==> src/rtl/div.sv <==
// div: iterative radix-2 restoring divider for RV32M DIV/DIVU/REM/REMU.
module div (
  input  logic        clk,
  input  logic        rst,
  input  logic        start_i,
  input  logic [2:0]  op_i,
  input  logic [31:0] dividend_i,
  input  logic [31:0] divisor_i,
  input  logic [4:0]  reg_waddr_i,
  input  logic        cancel_i,
  output logic [31:0] result_o,
  output logic        ready_o,
  output logic        busy_o,
  output logic [4:0]  reg_waddr_o
);
  localparam logic [1:0] IDLE = 2'd0, START = 2'd1, CALC = 2'd2, END = 2'd3;
  logic [1:0] state;
  logic [2:0] op;
  logic [31:0] a, b, rem, quot, rem_n, quot_n;
  logic [33:0] diff;
  logic [4:0] count;
  logic neg_q, neg_r, sgn, zero, ovf, ge;
  function automatic logic [31:0] mag(input logic [31:0] x, input logic s);
    return (s && x[31]) ? -x : x;
  endfunction
  assign sgn  = ~op[0];
  assign zero = b == 32'd0;
  assign ovf  = sgn && a == 32'h8000_0000 && b == 32'hFFFF_FFFF;
  // b holds the raw divisor in START and its magnitude during CALC
  always_comb begin
    diff   = {1'b0, rem, quot[31]} - {2'b0, b};
    ge     = ~diff[33];
    rem_n  = ge ? diff[31:0] : {rem[30:0], quot[31]};
    quot_n = {quot[30:0], ge};
  end
  always_ff @(posedge clk or posedge rst) begin
    if (rst) begin
      state       <= IDLE;
      op          <= 3'd0;
      a           <= 32'd0;
      b           <= 32'd0;
      rem         <= 32'd0;
      quot        <= 32'd0;
      count       <= 5'd0;
      neg_q       <= 1'b0;
      neg_r       <= 1'b0;
      result_o    <= 32'd0;
      ready_o     <= 1'b0;
      busy_o      <= 1'b0;
      reg_waddr_o <= 5'd0;
    end else if (cancel_i) begin
      state   <= IDLE;
      busy_o  <= 1'b0;
      ready_o <= 1'b0;
    end else begin
      ready_o <= 1'b0;
      case (state)
        IDLE: if (start_i) begin
          op          <= op_i;
          a           <= dividend_i;
          b           <= divisor_i;
          reg_waddr_o <= reg_waddr_i;
          busy_o      <= 1'b1;
          state       <= START;
        end
        START: if (zero || ovf) begin
          result_o <= op[1] ? (zero ? a : 32'd0) : (zero ? 32'hFFFF_FFFF : 32'h8000_0000);
          busy_o   <= 1'b0;
          ready_o  <= 1'b1;
          state    <= END;
        end else begin
          quot  <= mag(a, sgn);
          b     <= mag(b, sgn);
          rem   <= 32'd0;
          count <= 5'd0;
          neg_q <= sgn && (a[31] ^ b[31]);
          neg_r <= sgn && a[31];
          state <= CALC;
        end
        CALC: begin
          rem   <= rem_n;
          quot  <= quot_n;
          count <= count + 5'd1;
          if (count == 5'd31) begin
            result_o <= op[1] ? (neg_r ? -rem_n : rem_n) : (neg_q ? -quot_n : quot_n);
            busy_o   <= 1'b0;
            ready_o  <= 1'b1;
            state    <= END;
          end
        end
        END: state <= IDLE;
      endcase
    end
  end
endmodule

==> config.mk <==
export PLATFORM = sky130hd
export DESIGN_NAME = div
export DESIGN_NICKNAME = d
export VERILOG_FILES = /design/src/rtl/div.sv
export SDC_FILE = /design/constraint.sdc
export NUM_CORES = 1
export LEC_CHECK = 0
export BUFFER_PORTS_ARGS = -buffer_cell sky130_fd_sc_hd__buf_2
export CAP_MARGIN = 10
export CELL_PAD_IN_SITES_DETAIL_PLACEMENT = 0
export CELL_PAD_IN_SITES_GLOBAL_PLACEMENT = 1
export CORE_UTILIZATION = 40
export CTS_CLUSTER_DIAMETER = 150
export DETAILED_ROUTE_END_ITERATION = 6
export HOLD_SLACK_MARGIN = 0.06
export PLACE_DENSITY = 0.82
export SLEW_MARGIN = 5
export SYNTH_ARGS = -nofsm -noshare
export SYNTH_HDL_FRONTEND = slang
export SYNTH_SLANG_ARGS = --single-unit
export TNS_END_PERCENT = 5
==> constraint.sdc <==
create_clock -name clk -period 10.74 [get_ports clk]
set_input_delay 1.074 -clock clk [delete_from_list [all_inputs] [get_ports clk]]
set_output_delay 1.074 -clock clk [all_outputs]
set_load 0.005 [all_outputs]
### Word level (Yosys, flattened, before mapping)

Cells that the tools add are included.

| word-level totals | value |
|---|---|
| register bits after elaboration | 178 |
| bits in latches | 0 |
| memory bits (writable) | 0 |
| bits in read-only memories | 0 |
| input port bits | 76 |
| output and inout port bits | 39 |
| word-level logic and storage cells | 91 |
| memories | 0 |

| operators by class | value |
|---|---|
| add/subtract/negate cells | 6 |
| multiply operators | 0 |
| divide/modulo/power cells | 0 |
| order comparisons | 0 |
| eq/ne operators | 14 |
| shift operators | 0 |
| muxes and demuxes | 35 |
| bitwise gates (word level) | 5 |
| reduce and logical (&&, ||, !) cells | 18 |

Operators with widths:

| operator | number |
|---|---|
| 2-to-1 mux 32 bit | 14 |
| case mux 32 bit (2 select lines) | 4 |
| negation 32 bit | 4 |
| equality test 32 bit, second input constant | 2 |
| subtractor 33 x 32 -> 34 bit | 1 |
| zero test 32 bit | 1 |
| 2-to-1 mux 31 bit | 1 |
| != test 2 bit, second input constant | 5 |
| case mux 5 bit (2 select lines) | 1 |
| != test 3 bit, second input constant | 3 |
| AND reduction 3 bit | 3 |
| 2-to-1 mux 1 bit | 8 |
| case mux 2 bit (4 select lines) | 1 |
| AND reduction 4 bit | 2 |
| 2-to-1 mux 2 bit | 3 |
| adder 5 x 1 -> 5 bit, second input constant | 1 |
| equality test 5 bit, second input constant | 1 |
| logical AND 1 bit | 5 |
| 2-to-1 mux 5 bit | 1 |
| AND reduction 5 bit | 1 |
| equality test 2 bit, second input constant | 2 |
| NOT 1 bit | 4 |
| nonzero test 2 bit | 2 |
| nonzero test 4 bit | 1 |
| other kinds (7) | 7 |

### Logic depth before layout (Yosys ltp)

Gate-level depths: netlist (run 1).

| logic depth | value |
|---|---|
| depth in word-level cells | 7 |
| mapped depth | 26 |
| mapped depth without buffers | 21 |

### Worst setup path before layout (run 1)

OpenSTA, ideal clock, no wires.

| path | value |
|---|---|
| kind | register -> register |
| start | reg b[6] |
| end | reg result_o[30] |
| library setup time | 0.065 ns |
| data arrival time | 5.129 ns |
| data required time | 10.675 ns |
| setup slack | 5.546 ns |
| cell stages (with the launch flop) | 25 |
| path buffers | 5 |
| clock period less this slack | 5.194 ns |
| cell sequence | dfrtp_1 clkbuf_1 inv_1 ha_1 buf_2 a21oi_1 o21ai_1 a221o_1 o211ai_4 nand2_2 inv_2 buf_2 buf_2 buf_1 ha_1 or3b_2 or4_1 nor3b_1 nand3_1 o21ai_0 xnor2_1 a21oi_1 o21ai_0 o21ai_0 nand2_1 |

| on the way | value |
|---|---|
| cells in the longest elaborated chain, start to end | 7 |
| elaborated cells between the ends (all ways) | 20 |
| those cells by class | add/sub (3); eq/ne (2); mux (10); bitwise (1); reduce/logical (4) |

RTL lines:

| element | RTL line | RTL |
|---|---|---|
| start: declaration | 19 | `logic [31:0] a, b, rem, quot, rem_n, quot_n;` |
| start signal: assignment | 61 | `b <= divisor_i;` |
| start signal: assignment | 73 | `b <= mag(b, sgn);` |
| subtractor 33 x 32 -> 34 bit | 31 | `diff = {1'b0, rem, quot[31]} - {2'b0, b};` |
| 2-to-1 mux 32 bit / NOT 1 bit (equally long branches) | 33, 32 |  |
| negation 32 bit | 85 | `result_o <= op[1] ? (neg_r ? -rem_n : rem_n) : (neg_q ? -quot_n : quot_n);` |
| 2-to-1 mux 32 bit (2 in series) | 85 |  |
| 2-to-1 mux 32 bit | 84 | `if (count == 5'd31) begin` |
| case mux 32 bit (2 select lines) | 57 | `case (state)` |
| end signal: assignment | 67 | `result_o <= op[1] ? (zero ? a : 32'd0) : (zero ? 32'hFFFF_FFFF : 32'h8000_0000);` |
| end signal: assignment | 85 |  |
| end: declaration | 11 | `output logic [31:0] result_o,` |

Several ways; a longest one is shown, not always the timed one. The select of a mux whose other input is x is not followed.
A chain may end at the register's enable or synchronous reset.

### Final worst setup path (run 1)

| path | value |
|---|---|
| start | reg b[6] |
| end | reg result_o[24] |

Same word-level chain as after synthesis.

==> results.md, run 1 <==
- Synth area leader: dfrtp_1
- Routability congestion estimate: 0.935
- Nature of the critical path endpoint: register
- First-pass GRT wire length: 67.2 mm
- Critical path launch point type: register
- Power Density: 269 nW/um^2
- Worst-path maximum fanout: 49
- Layout area overhead: 10.3%
- Status: complete, no violations
- Crit path from: b[6]$_DFFE_PP0P_
- Worst hold path class: register to register
- Most frequent cell after synthesis: nand2_1
- Slack of the critical path: between 4 and 5 ns
- Leakage: 6.32 nW
- Dpl ws: around 4.5 ns
- Final nets: 1,870
- Fmax: 0.156 GHz
- Fraction of power spent switching nets: 0.483
- Ports: 115
- Post-cts resize count: 0
- Final period util: 0.599
- Skew final: 0.0178 ns
- RR Startpoint: b[6]$_DFFE_PP0P_
- GRT Util Overall: 0.241
- Vias in the first global route: 12,100
- Post-Syn Nets: 1,833
- Root buffer cell: clkbuf_16
- Initial antenna violation count: 1
- Slew Viols, Final: 0
- Leading register cell type out of synthesis: dfrtp_1
- Area of the multi-input gates: 8510 um^2
- Register Area: 4450 um^2
- Sequential share of power: 0.315
- Port buffer count: 113
- CTS tree: yes
- Post-CTS setup repair buffer count: 0
- Htree depth: 4
- 1st-iter DRT viols: 1,111
- TNS Setup: 0 ns
- Least-Margin Pin Slew: around 1.2 ns
- Number of CTS-inserted buffers: 17
- DR pass1 iterations: 7
- Layout Cells excl Fill: 2,211
- Power Internal: roughly 0.0021 W
- Reg clk slew, reported paths: 0.07 ns
- Wire length per cell: 19.0 um
- Die H: ~190 um
- Clock sink count: 178
- Final Hold Vio Count: 0
- Final setup fails: 0
- Clock network fraction of design power: 0.159
- RSZ-0062 raised after global routing: false
- Clk Latency, worst-skew pair: 0.47 ns
- Row Count: 67
- Post-synth EDFFs: 0
- Sequential fraction of the synthesis area: 0.327
- Tmin final: 6.43 ns
- Syn Inst Count: roughly 1,700
- Largest net degree at the start of global routing: ~110
- Via Count: between 10,000 and 15,000
- WL final: 42.0 mm
- Initial core utilization: 0.406
- Cells after DPL: 2,179
- Syn Area/Cell: approximately 8.0 um^2
- Comb power frac: 0.525
- Layout cells sized above 1: 0.132
- Via/cell ratio: 5.93
- # diodes: 0
- Top cell type's share of synthesized area: 0.327
- Synth Cell Area: ~14,000 um^2
- Worst EP arrival: 6.76 ns
- Top post-synthesis cells by area: dfrtp_1, nand2_1, a21oi_1, o21ai_0, xnor2_1
- DRC errors left: 0
- Synth unique cells: 80
- Fill count: 3,428
- DP Wirelength: between 30 and 40 mm
- Die W: approximately 190 um
- Yosys warnings: 0
- Worst vdd ir: 0.146 mV
- CORE AREA: between 30,000 and 40,000 um^2
- Slew HR: 0.200
- Die area: 34,800 um^2
- Hold buffers post-CTS: 0
- Antenna-violating nets left: 0
- Top post-synthesis cells by count: nand2_1, dfrtp_1, a21oi_1
- Async S/R FF share, synth: 1.00
- Flops & latches, synth: approximately 180
- Hold Crit Start: result_o[3]$_DFFE_PP0P_
- Setup CP Type: register to register
- Critical path required time: between 10 and 15 ns
- NetSw: just under 0.002 W
- GRT overflow: 0
- Max_cap viols: 0
- Core Util, Final: 0.448
- Clk buf depth: 2
cells by family after synthesis:
family	count (synthesis)	synth area share
and+or+nand+nor	612	0.214
xor gates and xnor gates	102	0.0656
AOI/OAI and AO/OA	535	0.247
adders and majority gates	44	0.0410
buffers and inverters	174	0.0510
muxes	68	0.0538
DFF	178	0.327
registers in the layout (all words and copies together) (netlist names):
register / count
rem: 32
quot: 32
neg_q: 1
ready_o: 1
reg_waddr_o: 5
state: 2
count: 5
b: 32
op: 2
neg_r: 1
result_o: 32
busy_o: 1
a: 32
per-layer routing:
metal	global-route usage	vias to the layer above	share of wire
met2	0.372	400	0.45
li1	-	6336	-
met3	0.0367	59	0.054
met1	0.341	6306	0.47
met4	0.0867	0	0.030
met5	0	-	0
worst max-delay path, stage by stage, from the launching register on:
cell and delay [ns]:
dfrtp_1 0.58, inv_1 0.16, ha_1 0.43, a21oi_1 0.31, o21ai_1 0.21, a221o_1 0.39, o211ai_4 0.33, nand2_2 0.07
buf_4 0.31, inv_2 0.60, ha_1 0.31, or3b_2 0.50, or4_1 0.48, nor3b_1 0.50, nand3_1 0.28, o21ai_0 0.26
xor2_1 0.15, o21ai_0 0.08, a21oi_1 0.25, o21ai_1 0.09
power groups by stage:
| stage | registers [W] | logic [W] | clock network, W |
|---|---|---|---|
| 5_1_grt | 0.00132 | 0.00237 | 0.000680 |
| 6_report | 0.00128 | 0.00212 | 0.000645 |
| 2_1_floorplan | 0.00115 | 0.00163 | 0 |
| 3_5_place_dp | 0.00128 | 0.00210 | 0 |
| 4_1_cts | 0.00127 | 0.00211 | 0.000658 |
| 3_3_place_gp | 0.00127 | 0.00207 | 0 |
placed cells by master, fill, tap and decap left out, types with 17 or more instances in the layout:
| cell type | instances |
|---|---|
| nand4_1 | 26 |
| inv_1 | 62 |
| dfrtp_1 | 178 |
| a31oi_1 | 19 |
| nor3_1 | 47 |
| nor2_1 | 127 |
| buf_2 | 113 |
| xnor2_1 | 63 |
| mux2_2 | 42 |
| mux2i_1 | 26 |
| xor2_1 | 39 |
| or3_1 | 26 |
| nand2_1 | 227 |
| clkbuf_16 | 17 |
| o22ai_1 | 30 |
| o21ai_0 | 140 |
| o31ai_1 | 41 |
| ha_1 | 41 |
| nand3_1 | 55 |
| o211ai_1 | 17 |
| a21oi_1 | 154 |
layout make-up:
class | instances | share of cell area
Multi-Input combinational cell | 1361 | 0.566
Sequential cell | 178 | 0.296
Timing Repair Buffer | 128 | 0.0451
Tap cell | 448 | 0.0373
Clock buffer | 21 | 0.0313
Inverter | 64 | 0.0163
Clock inverter | 11 | 0.00807
final timing paths:
kind	slack, ns	cells after the start	endpoint
worst min-delay path	0.47	2	result_o[3]$_DFFE_PP0P_
min in group asynchronous	0.85	2	ready_o$_DFF_PP0_
worst min register to register	0.47	2	result_o[3]$_DFFE_PP0P_
worst max-delay path	4.31	19	result_o[24]$_DFFE_PP0P_
worst max register to register	4.31	19	result_o[24]$_DFFE_PP0P_
max in group asynchronous	8.40	3	quot[6]$_DFFE_PP0P_
metrics by stage:
stage | area [um^2] | hold WS [ns] | total power, W
after floorplan | 13600 | 0.445 | 0.00278
after global placement | 14400 | 0.461 | 0.00333
after detailed placement | 14400 | 0.467 | 0.00338
after CTS | 15000 | 0.482 | 0.00404
after global routing | 15000 | 0.507 | 0.00436
final | 15000 | 0.475 | 0.00404
Note: power is estimated with default switching activity, not from simulation.
==> inputs of run 2 (changes only) <==
--- a/config.mk
+++ b/config.mk
@@ -13,7 +13,7 @@
 export CTS_CLUSTER_DIAMETER = 150
 export DETAILED_ROUTE_END_ITERATION = 6
 export HOLD_SLACK_MARGIN = 0.06
-export PLACE_DENSITY = 0.82
+export PLACE_DENSITY = 0.84
 export SLEW_MARGIN = 5
 export SYNTH_ARGS = -nofsm -noshare
 export SYNTH_HDL_FRONTEND = slang
==> constraint.sdc (replaced) <==
create_clock -name clk -period 5.6 [get_ports clk]
set_input_delay 0.56 -clock clk [delete_from_list [all_inputs] [get_ports clk]]
set_output_delay 0.56 -clock clk [all_outputs]
set_load 0.005 [all_outputs]
==> results.md, run 2 (same netlist as run 1, synthesis figures left out) <==
- Post-CTS setup repair buffer count: 0
- Layout cells sized above 1: 0.138
- Register Area: 4450 um^2
- Htree depth: 4
- Wire length per cell: 18.9 um
- Clk Latency, worst-skew pair: 0.46 ns
- TNS Setup: 0 ns
- Layout area overhead: 11.6%
- Die area: approximately 35,000 um^2
- Critical path depth: 18
- Most frequent cells in the layout: nand2_1, dfrtp_1, a21oi_1
- Final period util: 0.931
- GRT overflow: 0
- Routability congestion estimate: 0.932
- Power Density: 520 nW/um^2
- DR pass1 iterations: 6
- Worst-path maximum fanout: 12
- Slack of the critical path: 0.389 ns
- Final instance area: 15,200 um^2
- Port buffer count: 113
- Cell Chain, Critical Path: inv_1, ha_1, a21oi_1, o21ai_0, a221o_1, o211ai_4, nand2_2, inv_2, ha_1, or3b_2, or4_1, nor3b_1, nand3_1, o21ai_0, xor2_1, o21ai_0, a21oi_1, o21ai_1
- Nature of the critical path endpoint: register
- RSZ-0062 raised after global routing: false
- Fmax: 0.192 GHz
- Most common cell after layout, fill and taps aside: nand2_1
- Via/cell ratio: 5.91
- Slowest cell on crit path: or3b_2
- Initial antenna violation count: 1
- First-pass GRT wire length: 67.8 mm
- Root buffer cell: clkbuf_16
- Critical path required time: 5.93 ns
- Final setup fails: 0
- Skew final: 0.0172 ns
- Reg clk slew, reported paths: 0.07 ns
- WL final: 42.1 mm
- Least-Margin Pin Slew: around 1.2 ns
- 1st-iter DRT viols: ~1,500
- # diodes: 0
- GRT Util Overall: 0.244
- Final Hold Vio Count: 0
- Dpl ws: 0.463 ns
- Leakage: 6.41 nW
- Via Count: 13,200
- Die W: 187 um
- Fill count: roughly 3,400
- Worst vdd ir: 0.315 mV
- Critical path launch point type: register
- Slew HR: 0.197
- Number of CTS-inserted buffers: 17
- Die H: ~190 um
- Final nets: 1,884
- Row Count: 67
- Hold buffers post-CTS: 0
- Max_cap viols: 0
- Area of the multi-input gates: 8510 um^2
- Top cell by count, worst path: o21ai_0
- DRC errors left: 0
- WP buf/inv: 2
- Clk buf depth: 2
- CTS tree: yes
- RR Startpoint: b[16]$_DFFE_PP0P_
- Placed Area: 14,600 um^2
- R2R cell count: 18
- Slew Viols, Final: 0
- Critical path's top delay family: simple AND/OR/NAND/NOR gates
- Status: complete, no violations
- Max stage delay on crit path: approximately 0.5 ns
- Antenna-violating nets left: 0
- Setup CP Type: register to register
- DP Wirelength: 31.7 mm
- Tmin final: between 5 and 6 ns
- CORE AREA: 33,500 um^2
- Ports: 115
- Worst EP arrival: 5.54 ns
- Vias in the first global route: roughly 12,000
- Worst R2R End: result_o[24]$_DFFE_PP0P_
- R2r setup slk: 0.39 ns
- Post-cts resize count: 0
- Initial core utilization: 0.406
- Largest net degree at the start of global routing: 81
- Clock sink count: 178
- Worst hold path class: input pin to asynchronous set/reset pin
## run 2: changes by cell type in the layout (fill, tap and decap cells not counted)
cell	change
buf_4	+13
bufinv_16	+3
clkbuf_8	-3
clkinv_4	-3
inv_6	+3
buf_12	+1
clkinv_8	+1
inv_8	-1
## run 2: worst register-to-register path: stages, from the launching register on
cell and delay, ns:
dfrtp_1 0.49, inv_1 0.14, ha_1 0.42, a21oi_1 0.26, o21ai_0 0.16, a221o_1 0.37
o211ai_4 0.20, nand2_2 0.21, inv_2 0.13, ha_1 0.20, or3b_2 0.51, or4_1 0.47
nor3b_1 0.46, nand3_1 0.27, o21ai_0 0.26, xor2_1 0.16, o21ai_0 0.09, a21oi_1 0.19
o21ai_1 0.08
## run 2: power by group
group	leakage (nW)	internal, W	switching (W)
clock network	0.311	0.000763	0.000580
logic	3.88	0.00161	0.00251
registers	2.22	0.00177	0.000666
total	6.41	0.00415	0.00376
## run 2: final cells by class
| cell class | count | area share |
|---|---|---|
| inverters | 64 | 0.0161 |
| flip-flops and latches | 178 | 0.293 |
| multi-input cells | 1361 | 0.559 |
| repair buffers | 142 | 0.0523 |
| well taps | 448 | 0.0369 |
| clock inverters | 14 | 0.0142 |
| clock buffers | 18 | 0.0282 |
## run 2: routing by layer
layer | part of all wire | vias up | track usage
li1 | - | 6326 | -
met4 | 0.022 | 0 | 0.0750
met2 | 0.45 | 447 | 0.382
met1 | 0.47 | 6335 | 0.344
met3 | 0.056 | 48 | 0.0384
met5 | 0 | - | 0
## run 2: how the worst max path moves through the flow
stage | from | to
4_1_cts | b[12]$_DFFE_PP0P_ | result_o[24]$_DFFE_PP0P_
3_3_place_gp | b[10]$_DFFE_PP0P_ | result_o[24]$_DFFE_PP0P_
2_1_floorplan | rst | a[0]$_DFFE_PP0P_
6_report | b[16]$_DFFE_PP0P_ | result_o[24]$_DFFE_PP0P_
5_1_grt | b[12]$_DFFE_PP0P_ | result_o[24]$_DFFE_PP0P_
3_5_place_dp | b[12]$_DFFE_PP0P_ | result_o[24]$_DFFE_PP0P_
## run 2: stage by stage
step | util | power, W | hold slack [ns] | instances
after CTS | 0.454 | 0.00789 | 0.262 | 2225
after global routing | 0.454 | 0.00853 | 0.268 | 2225
after global placement | 0.434 | 0.00644 | 0.458 | 2193
after floorplan | - | 0.00534 | 0.445 | 1713
after detailed placement | 0.434 | 0.00653 | 0.466 | 2193
final | 0.454 | 0.00791 | 0.215 | 2225
